`src/rtl/uart_pkg.sv`:
```
`default_nettype none
// ============================================================================
//  Module   : uart_pkg
//  Purpose  : Shared defaults and helpers for the UART receive buffer:
//             default data width and FIFO pointer/count width.
//  Ports    : none (package)
//  Revision : 1.0  initial release
// ============================================================================
package uart_pkg;

  localparam int DBIT_DEFAULT = 8;

  // Pointer and count width: index bits plus one wrap bit, which also lets
  // the count hold the value DEPTH itself.
  function automatic int fifo_ptr_w(input int depth);
    return $clog2(depth) + 1;
  endfunction

endpackage : uart_pkg
`default_nettype wire

```
`src/rtl/uart_fifo_mem.sv`:
```
`default_nettype none
// ============================================================================
//  Module   : uart_fifo_mem
//  Purpose  : Simple dual-port register array, WIDTH x DEPTH.
//             Synchronous write, asynchronous (combinational) read.
//             The array has no reset; contents are undefined until written.
//  Ports    : clk      - write clock
//             wr_en    - write strobe
//             wr_addr  - write index
//             wr_data  - write word
//             rd_addr  - read index
//             rd_data  - word at rd_addr (combinational)
//  Revision : 1.0  initial release
// ============================================================================
module uart_fifo_mem #(
  parameter int WIDTH = 8,
  parameter int DEPTH = 16,
  parameter int AW    = $clog2(DEPTH)
) (
  input  logic             clk,
  input  logic             wr_en,
  input  logic [AW-1:0]    wr_addr,
  input  logic [WIDTH-1:0] wr_data,
  input  logic [AW-1:0]    rd_addr,
  output logic [WIDTH-1:0] rd_data
);

  logic [WIDTH-1:0] r_mem [DEPTH];

  always_ff @(posedge clk) begin
    if (wr_en) begin
      r_mem[wr_addr] <= wr_data;
    end
  end

  assign rd_data = r_mem[rd_addr];

endmodule : uart_fifo_mem
`default_nettype wire

```
`src/rtl/uart_rx_fifo.sv`:
```
`default_nettype none
// ============================================================================
//  Module   : uart_rx_fifo
//  Purpose  : Receive buffer behind the UART receiver. Captures each byte on
//             the receiver's done pulse into a DEPTH-entry FIFO and presents
//             it first-word-fall-through to the host with valid/ready.
//             Reports occupancy, a registered almost_full and a sticky
//             overflow flag.
//  Option   : UART_RX_FIFO_ERR_TAG_EN - when defined, each entry carries the
//             frame-error bit and errored bytes are buffered; otherwise
//             errored bytes are discarded and rd_frame_err is tied low.
//  Ports    : clk, reset_n (async, active low)
//             rx_data/rx_done/rx_frame_error - receiver side
//             rd_data/rd_frame_err/rd_valid/rd_ready - host side (FWFT)
//             count, almost_full, overflow, overflow_clr - status
//  Revision : 1.0  initial release
// ============================================================================
module uart_rx_fifo
  import uart_pkg::*;
#(
  parameter int DBIT  = DBIT_DEFAULT,
  parameter int DEPTH = 16,
  parameter int AFULL = 12
) (
  input  logic                       clk,
  input  logic                       reset_n,
  input  logic [DBIT-1:0]            rx_data,
  input  logic                       rx_done,
  input  logic                       rx_frame_error,
  output logic [DBIT-1:0]            rd_data,
  output logic                       rd_frame_err,
  output logic                       rd_valid,
  input  logic                       rd_ready,
  output logic [$clog2(DEPTH):0]     count,
  output logic                       almost_full,
  output logic                       overflow,
  input  logic                       overflow_clr
);

  localparam int PW = fifo_ptr_w(DEPTH);
  localparam int AW = PW - 1;
  localparam logic [PW-1:0] C_AFULL = PW'(AFULL);

`ifdef UART_RX_FIFO_ERR_TAG_EN
  localparam int EW = DBIT + 1;
`else
  localparam int EW = DBIT;
`endif

  logic [PW-1:0] r_wr_ptr;
  logic [PW-1:0] r_rd_ptr;
  logic [PW-1:0] r_count;
  logic          r_almost_full;
  logic          r_overflow;

  logic          w_empty;
  logic          w_full;
  logic          w_accept;
  logic          w_push;
  logic          w_pop;
  logic          w_drop;
  logic [PW-1:0] w_count_next;
  logic [EW-1:0] w_wr_entry;
  logic [EW-1:0] w_rd_entry;

  assign w_empty = (r_wr_ptr == r_rd_ptr);
  assign w_full  = (r_wr_ptr[PW-1] != r_rd_ptr[PW-1]) &&
                   (r_wr_ptr[AW-1:0] == r_rd_ptr[AW-1:0]);

`ifdef UART_RX_FIFO_ERR_TAG_EN
  // Errored bytes are stored like good ones, tag kept in the top bit.
  assign w_accept   = 1'b1;
  assign w_wr_entry = {rx_frame_error, rx_data};
`else
  // Errored bytes never reach the FIFO and are not counted as drops.
  assign w_accept   = ~rx_frame_error;
  assign w_wr_entry = rx_data;
`endif

  assign w_pop  = ~w_empty & rd_ready;
  // A full FIFO still accepts when a pop frees a slot on the same edge.
  assign w_push = rx_done & w_accept & (~w_full | w_pop);
  assign w_drop = rx_done & w_accept & w_full & ~w_pop;

  always_comb begin
    w_count_next = r_count;
    if (w_push && !w_pop) begin
      w_count_next = r_count + PW'(1);
    end else if (w_pop && !w_push) begin
      w_count_next = r_count - PW'(1);
    end
  end

  always_ff @(posedge clk or negedge reset_n) begin
    if (!reset_n) begin
      r_wr_ptr      <= '0;
      r_rd_ptr      <= '0;
      r_count       <= '0;
      r_almost_full <= 1'b0;
      r_overflow    <= 1'b0;
    end else begin
      if (w_push) begin
        r_wr_ptr <= r_wr_ptr + PW'(1);
      end
      if (w_pop) begin
        r_rd_ptr <= r_rd_ptr + PW'(1);
      end
      r_count       <= w_count_next;
      // Derived from next-state count so it lines up with count exactly.
      r_almost_full <= (w_count_next >= C_AFULL);
      // A new drop wins over a same-cycle clear.
      if (w_drop) begin
        r_overflow <= 1'b1;
      end else if (overflow_clr) begin
        r_overflow <= 1'b0;
      end
    end
  end

  uart_fifo_mem #(
    .WIDTH (EW),
    .DEPTH (DEPTH),
    .AW    (AW)
  ) u_mem (
    .clk     (clk),
    .wr_en   (w_push),
    .wr_addr (r_wr_ptr[AW-1:0]),
    .wr_data (w_wr_entry),
    .rd_addr (r_rd_ptr[AW-1:0]),
    .rd_data (w_rd_entry)
  );

  // Storage is not reset, so the head is masked to zero while empty.
  assign rd_valid = ~w_empty;
  assign rd_data  = rd_valid ? w_rd_entry[DBIT-1:0] : '0;

`ifdef UART_RX_FIFO_ERR_TAG_EN
  assign rd_frame_err = rd_valid & w_rd_entry[DBIT];
`else
  assign rd_frame_err = 1'b0;
`endif

  assign count       = r_count;
  assign almost_full = r_almost_full;
  assign overflow    = r_overflow;

endmodule : uart_rx_fifo
`default_nettype wire
```
`config.mk`:
```
export PLATFORM = sky130hd
export DESIGN_NAME = uart_rx_fifo
export DESIGN_NICKNAME = d
export VERILOG_FILES = /design/src/rtl/uart_pkg.sv /design/src/rtl/uart_fifo_mem.sv /design/src/rtl/uart_rx_fifo.sv
export SDC_FILE = /design/constraint.sdc
export NUM_CORES = 1
export LEC_CHECK = 0
export BUFFER_PORTS_ARGS = -buffer_cell sky130_fd_sc_hd__clkbuf_2
export CAP_MARGIN = 20
export CORE_MARGIN = 1
export CORE_UTILIZATION = 35
export DETAILED_ROUTE_END_ITERATION = 10
export GPL_TIMING_DRIVEN = 0
export MAX_ROUTING_LAYER = met4
export PLACE_DENSITY = 0.58
export SLEW_MARGIN = 40
export SYNTH_ARGS = -nofsm -noshare
export SYNTH_HDL_FRONTEND = slang
export SYNTH_SLANG_ARGS = --single-unit
export TNS_END_PERCENT = 10
```
`constraint.sdc`:
```
create_clock -name clk -period 3.4 [get_ports clk]
set_clock_uncertainty 0.15 [all_clocks]
set_input_delay 0.34 -clock clk [delete_from_list [all_inputs] [get_ports clk]]
set_output_delay 0.34 -clock clk [all_outputs]
set_load 0.02 [all_outputs]
```
==> results.cfg, run 1 <==
[power_and_ir_drop]
p_sw_uw = 1930
p_leak_uw = 0.00237
combPwrFrac_pct = 32.3
irDropWorstVdd_uv = 558
p_int_uw = 4240
powerDensity_nw_per_um2 = 880
clkPwrFrac_pct = 31.5
pwr-share-seq_pct = 36.2
swShare_pct = 31.3

[worst_setup_path]
path_class = reg -> out
start_kind = register
worstPathRequired_ps = 2910
cp.arrival_ps = 2720
path_max_fanout = 10
end_kind = output pin

[floorplan]
initial_core_util_pct = 35.7
rows = 47
io_pins = 31
coreArea_um2 = 16500
die_w_um = 132
die_height_um = 132
dieArea_um2 = 17400

[drt]
viasPerCell = 4.97
wirelength_mm = 11.2
wl_per_cell_um = 19.3
num_vias = 2884
drcViolationCount = 0
dr.pass1.iters = 4
postRouteAntennaNets = 0
dr.first_iter.drc_count = 142

[status]
outcome = finished clean

[cts]
clkLatencyLatePin_ps = 420
cts_sinks = 145
cts.path.max_buffers = 2
cts-root-buf = clkbuf_16
clk_pin_slew_ps = 60
post_cts_buffers = 0
htree_levels = 4
cts-buffers-inserted = 17
tritoncts = built

[sta]
fin_crit_ps = 3210
worst_slew_pin_slew_ps = 803
finalSetupTns_ps = 0
setup_viol = 0
max_freq_ghz = 0.312
finalHoldViolCount = 0
slew_headroom_pct = 46.2
grt_setup_unrepaired = false
maxSlewViolCount = 0
post-route-period-util_pct = 94.4

[layout]
finalNetCount = 369
syn_to_final_growth_pct = 18.8
nFillCells = 1475
fin_cells = 580
n_antenna_cell = 0
final_cell_area_um2 = 7010
drive_gt1_share_pct = 35.8

[grt]
grt_pass1_wl_mm = 17.5
track_usage_pct = 14.6
antenna_found_initial = 0
overflow = 0
grt_max_degree = 18
grt_pass1_vias = 3011

[synth]
synth.cell_area_um2 = 5900
syn_nets = 319
avgSynthCellArea_um2 = 19.8
ys_warn_count = 0
ys_seq_area_share_pct = 72.3
ys_seq_elements = 145
ys_types = 37
syn_inst = 298

[placement]
dp_cells = 547
hpwl_mm = 7.59
gp_congestion = 0.779
placed_area_um2 = 6360
numPortBuffers = 29

[flow_run]
max_cap_violations = 0

[hold_path]
min_path_type = in -> reg
timing repair:
action                                 4_1_cts  5_1_grt
hold buffers                                 2        0
endpoints found under the hold margin       18        0
gates resized for setup                      1        4
setup endpoints to repair                    8        8
area by class of cell:
| type | count | area (µm²) | share of cell area (%) |
|---|---|---|---|
| Buffer | 15 | 82.6 | 1.18 |
| Clock buffer | 19 | 433 | 6.17 |
| Clock inverter | 12 | 181 | 2.59 |
| Inverter | 6 | 22.5 | 0.321 |
| Multi-Input combinational cell | 132 | 1580 | 22.6 |
| Sequential cell | 145 | 4270 | 60.9 |
| Tap cell | 220 | 275 | 3.93 |
| Timing Repair Buffer | 31 | 165 | 2.36 |
final timing paths:
check | startpoint | end | depth (start not counted) | slack (ps)
max | r_rd_ptr[0] | rd_data[0] | 6 | 190
min | rx_data[6] | u_mem.r_mem[3][6] | 1 | 190
max reg2reg | r_rd_ptr[1] | u_mem.r_mem[3][1] | 6 | 600
min reg2reg | count[4] | count[4] | 1 | 340
max in group asynchronous | reset_n | r_wr_ptr[2] | 2 | 2550
min in group asynchronous | reset_n | r_rd_ptr[2] | 2 | 250
layout by cell type (no fill, tap or decap), drive strengths merged:
cell type	instances
bufinv	4
nor4	2
clkinv	4
inv	10
mux2i	2
conb	1
a211oi	1
a22oi	1
edfxtp	128
nor3	5
ha	7
a21boi	1
dfrtp	17
nor2	14
mux2	1
nand2b	3
nor2b	1
a21oi	1
nand2	13
o21ai	2
and3	2
a21o	1
mux4	40
nand4	3
a221oi	1
maj3	1
and2	8
a32oi	2
buf	5
xor2	6
o22ai	1
xnor2	11
clkbuf	58
dlygate4sd3	2
and4	1
worst max-delay path, stage by stage (launching register included):
cell and delay [ps]:
dfrtp_1 360, buf_6 170, buf_2 340, mux4_2 560
mux4_2 530, and2_1 190, clkbuf_2 150
synth_stat cells (all sizes together):
cell    instances  area share [%]
edfxtp        128              65
mux4           40              15
dfrtp          17             7.2
nor2           14            0.89
nand2          13            0.83
xnor2          11             1.6
and2            8            0.85
buf             8            0.78
clkbuf          7            0.49
ha              7             1.5
inv             6            0.38
xor2            6            0.89
nor3            5            0.42
nand2b          3            0.32
nand4           3            0.32
a32oi           2            0.30
and3            2            0.21
mux2i           2            0.34
nor4            2            0.47
o21ai           2            0.17
a211oi          1            0.13
a21boi          1            0.19
a21o            1            0.13
a21oi           1            0.15
a221oi          1            0.15
a22oi           1            0.13
and4            1            0.15
conb            1           0.064
maj3            1            0.17
mux2            1            0.19
nor2b           1            0.11
o22ai           1            0.11
per-stage QoR:
step / hold slack (ps) / setup slack (ps) / power (µW) / util (%)
3_5_place_dp: 162 / 374 / 4280 / 38.5
4_1_cts: 174 / 42.3 / 6230 / 42.3
2_1_floorplan: -106 / 945 / 3680 / -
5_1_grt: 202 / 48.5 / 6470 / 42.4
3_3_place_gp: 153 / 247 / 4220 / 38.3
6_report: 191 / 192 / 6170 / 42.4
power by group through the flow:
| stage | clock network (µW) | logic, µW | registers [µW] |
|---|---|---|---|
| after global routing | 2050 | 2170 | 2250 |
| after CTS | 1970 | 2020 | 2240 |
| after global placement | 0 | 1960 | 2260 |
| final | 1950 | 1990 | 2230 |
| after detailed placement | 0 | 2010 | 2270 |
| after floorplan | 0 | 1400 | 2290 |
layer usage:
layer	GRT usage (%)	wire length [µm]	vias up
met1	18.2	4930	1520
met4	4.65	104	0
li1	-	-	1286
met2	22.8	5680	70
met3	4.61	480	8
met5	-	0	-
cells by family (layout without fill, tap and decap cells):
logic type                 count (synthesis)  count (layout)  share of synthesized area [%]
and+or+nand+nor                           52              52                           4.56
other                                      1               1                         0.0635
buffers and inverters                     21              83                           1.65
DFF                                      145             145                           72.3
adders and majority gates                  8               8                           1.65
muxes                                     43              43                           15.8
xor gates and xnor gates                  17              17                           2.52
AOI/OAI and AO/OA                         11              11                           1.44
flip-flops by register name (all words and copies together) (netlist names):
register     flops
overflow         1
r_wr_ptr         5
count            5
r_rd_ptr         5
almost_full      1
u_mem.r_mem    128
Power figures use the tool's default switching activity.
==> inputs of run 2 (changes only) <==
- ABC_AREA: unset -> 1
- PLACE_DENSITY: 0.58 -> unset
- PLACE_DENSITY_LB_ADDON: unset -> 0.2
- SYNTH_HIERARCHICAL: unset -> 1
==> results.cfg, run 2 <==
[placement]
dp_cells = 951
numPortBuffers = 29
placed_area_um2 = 7170
hpwl_mm = 11.5
pre_cts_slack_ps = 949
gp_congestion = 0.873

[sta]
fin_ws_ps = 722
worst_slew_pin_slew_ps = 794
finalHoldViolCount = 0
max_freq_ghz = 0.373
slew_headroom_pct = 46.9
finalSetupTns_ps = 0
maxSlewViolCount = 0
fin_crit_ps = 2680
grt_setup_unrepaired = false
setup_viol = 0
post-route-period-util_pct = 78.8

[synth]
syn_nets = 706
ys_seq_elements = 145
avgSynthCellArea_um2 = 9.77
synth_flop_cell = edfxtp_1
async_flop_share_pct = 11.7
yosysTopAreaCell = edfxtp_1
synth_commonest_cells = 207 x nand2_1, 128 x edfxtp_1, 128 x inv_1, 110 x nand3_1, 27 x nor2_1
synth_top_area_share_pct = 57.2
synthTopCellsByArea = edfxtp_1 57%, nand2_1 12%, nand3_1 8.2%, inv_1 7.1%, dfrtp_1 6.3%
synth_most_common_cell = nand2_1
synth-edff-count = 128
ys_warn_count = 6
synth.cell_area_um2 = 6720
ys_seq_area_share_pct = 63.5
syn_inst = 688
ys_types = 28

[cts]
cts-root-buf = clkbuf_16
post_cts_buffers = 0
cts.path.max_buffers = 2
clkLatencyLatePin_ps = 420
cts_sinks = 145
cts-buffers-inserted = 17
tritoncts = built
htree_levels = 4
clk_pin_slew_ps = 50

[layout]
final_common_cell = nand2_1
n_antenna_cell = 0
multiInputGateArea_um2 = 1780
top_register = u_mem/r_mem
drive_gt1_share_pct = 14.1
finalNetCount = 756
syn_to_final_growth_pct = 15.6
mostFrequentLayoutCells = 207 x nand2_1, 128 x inv_1, 128 x edfxtp_1
fin_cells = 984
final_cell_area_um2 = 7770
largest_reg_flops = 128
seq_area_um2 = 4270
nFillCells = 1850

[worst_setup_path]
cp.arrival_ps = 2190
worst-r2r-cell-count = 9
reg2reg_from = r_wr_ptr[0]
crit_end = rd_data[3]
start_kind = register
r2r-end = u_mem/r_mem[13][3]
regToRegSetupSlack_ps = 950
crit_start = r_rd_ptr[0]
path_class = reg -> out
worstPathRequired_ps = 2910
end_kind = output pin
path_max_fanout = 10

[floorplan]
dieArea_um2 = 19800
rows = 50
initial_core_util_pct = 35.8
die_w_um = 141
coreArea_um2 = 18800
die_height_um = 141
io_pins = 31

[power_and_ir_drop]
irDropWorstVdd_uv = 458
p_leak_uw = 0.00349
powerDensity_nw_per_um2 = 870

[grt]
overflow = 0
grt_max_degree = 18
grt_pass1_wl_mm = 26.4
antenna_found_initial = 0
grt_pass1_vias = 4511
track_usage_pct = 19.0

[hold_path]
min_path_type = in -> reg

[drt]
postRouteAntennaNets = 0
dr.first_iter.drc_count = 436
dr.pass1.iters = 6
drcViolationCount = 0
viasPerCell = 4.79
num_vias = 4711
wl_per_cell_um = 17.4
wirelength_mm = 17.1

[flow_run]
max_cap_violations = 0

[status]
outcome = finished clean
## run 2: metal layers
layer / wire length, µm / vias up / GRT usage [%]
li1: - / 2285 / -
met1: 7870 / 2250 / 24.9
met2: 7830 / 157 / 29.1
met3: 1050 / 19 / 4.08
met4: 337 / 0 / 6.58
met5: 0 / - / -
## run 2: worst max-delay path, stage by stage, from the launching register on
cell and delay (ps):
dfrtp_1 460, inv_2 200, buf_2 270, nand2_1 80
nand2_1 80, nand2_1 100, nand3_1 100, nand3_1 110
nand2_1 100, nand2_1 60, inv_1 50, clkbuf_2 150
## run 2: worst min-delay path by stage
stage	from	endpoint	cells after the start
2_1_floorplan	reset_n	almost_full	0
3_3_place_gp	reset_n	almost_full	1
3_5_place_dp	reset_n	almost_full	1
4_1_cts	rd_ready	r_rd_ptr[0]	3
5_1_grt	rd_ready	r_rd_ptr[1]	3
6_report	rd_ready	r_rd_ptr[0]	3
## run 2: what timing repair did
item / CTS / global route
hold endpoints to repair: 18 / 0
gates resized for setup: 0 / 0
hold buffers: 2 / 0
setup endpoints to repair: 0 / 0
## run 2: metrics by stage
step	power [µW]	utilization, %	hold slack [ps]
5_1_grt	7180	41.4	174
2_1_floorplan	4050	-	-106
4_1_cts	6790	41.4	137
3_5_place_dp	4930	38.2	162
3_3_place_gp	4900	38.2	150
6_report	6760	41.4	148
## run 2: cell type report
| cell class | instances | share of cell area [%] |
|---|---|---|
| Sequential cell | 145 | 54.9 |
| Multi-Input combinational cell | 383 | 22.9 |
| Inverter | 134 | 6.53 |
| Clock buffer | 19 | 5.57 |
| Tap cell | 234 | 3.77 |
| Buffer | 26 | 2.38 |
| Timing Repair Buffer | 31 | 2.12 |
| Clock inverter | 12 | 1.83 |
## run 2: where the power goes
| part | internal (µW) | total, µW | leakage (µW) | switching, µW |
|---|---|---|---|---|
| combinational | 835 | 2640 | 0.00187 | 1810 |
| sequential | 2110 | 2270 | 0.00135 | 164 |
| clock | 1140 | 1840 | 0.000270 | 707 |
## run 2: kinds of logic (layout without fill, tap and decap cells)
group,count (synthesis),after routing,synth area share [%]
AO/OA/AOI/OAI,5,5,0.391
XOR/XNOR,13,13,1.69
adder cells (fa/ha/maj),4,4,0.744
buffers and inverters,160,222,10.3
flip-flops,145,145,63.5
other,1,1,0.0558
AND/OR/NAND/NOR,360,360,23.3
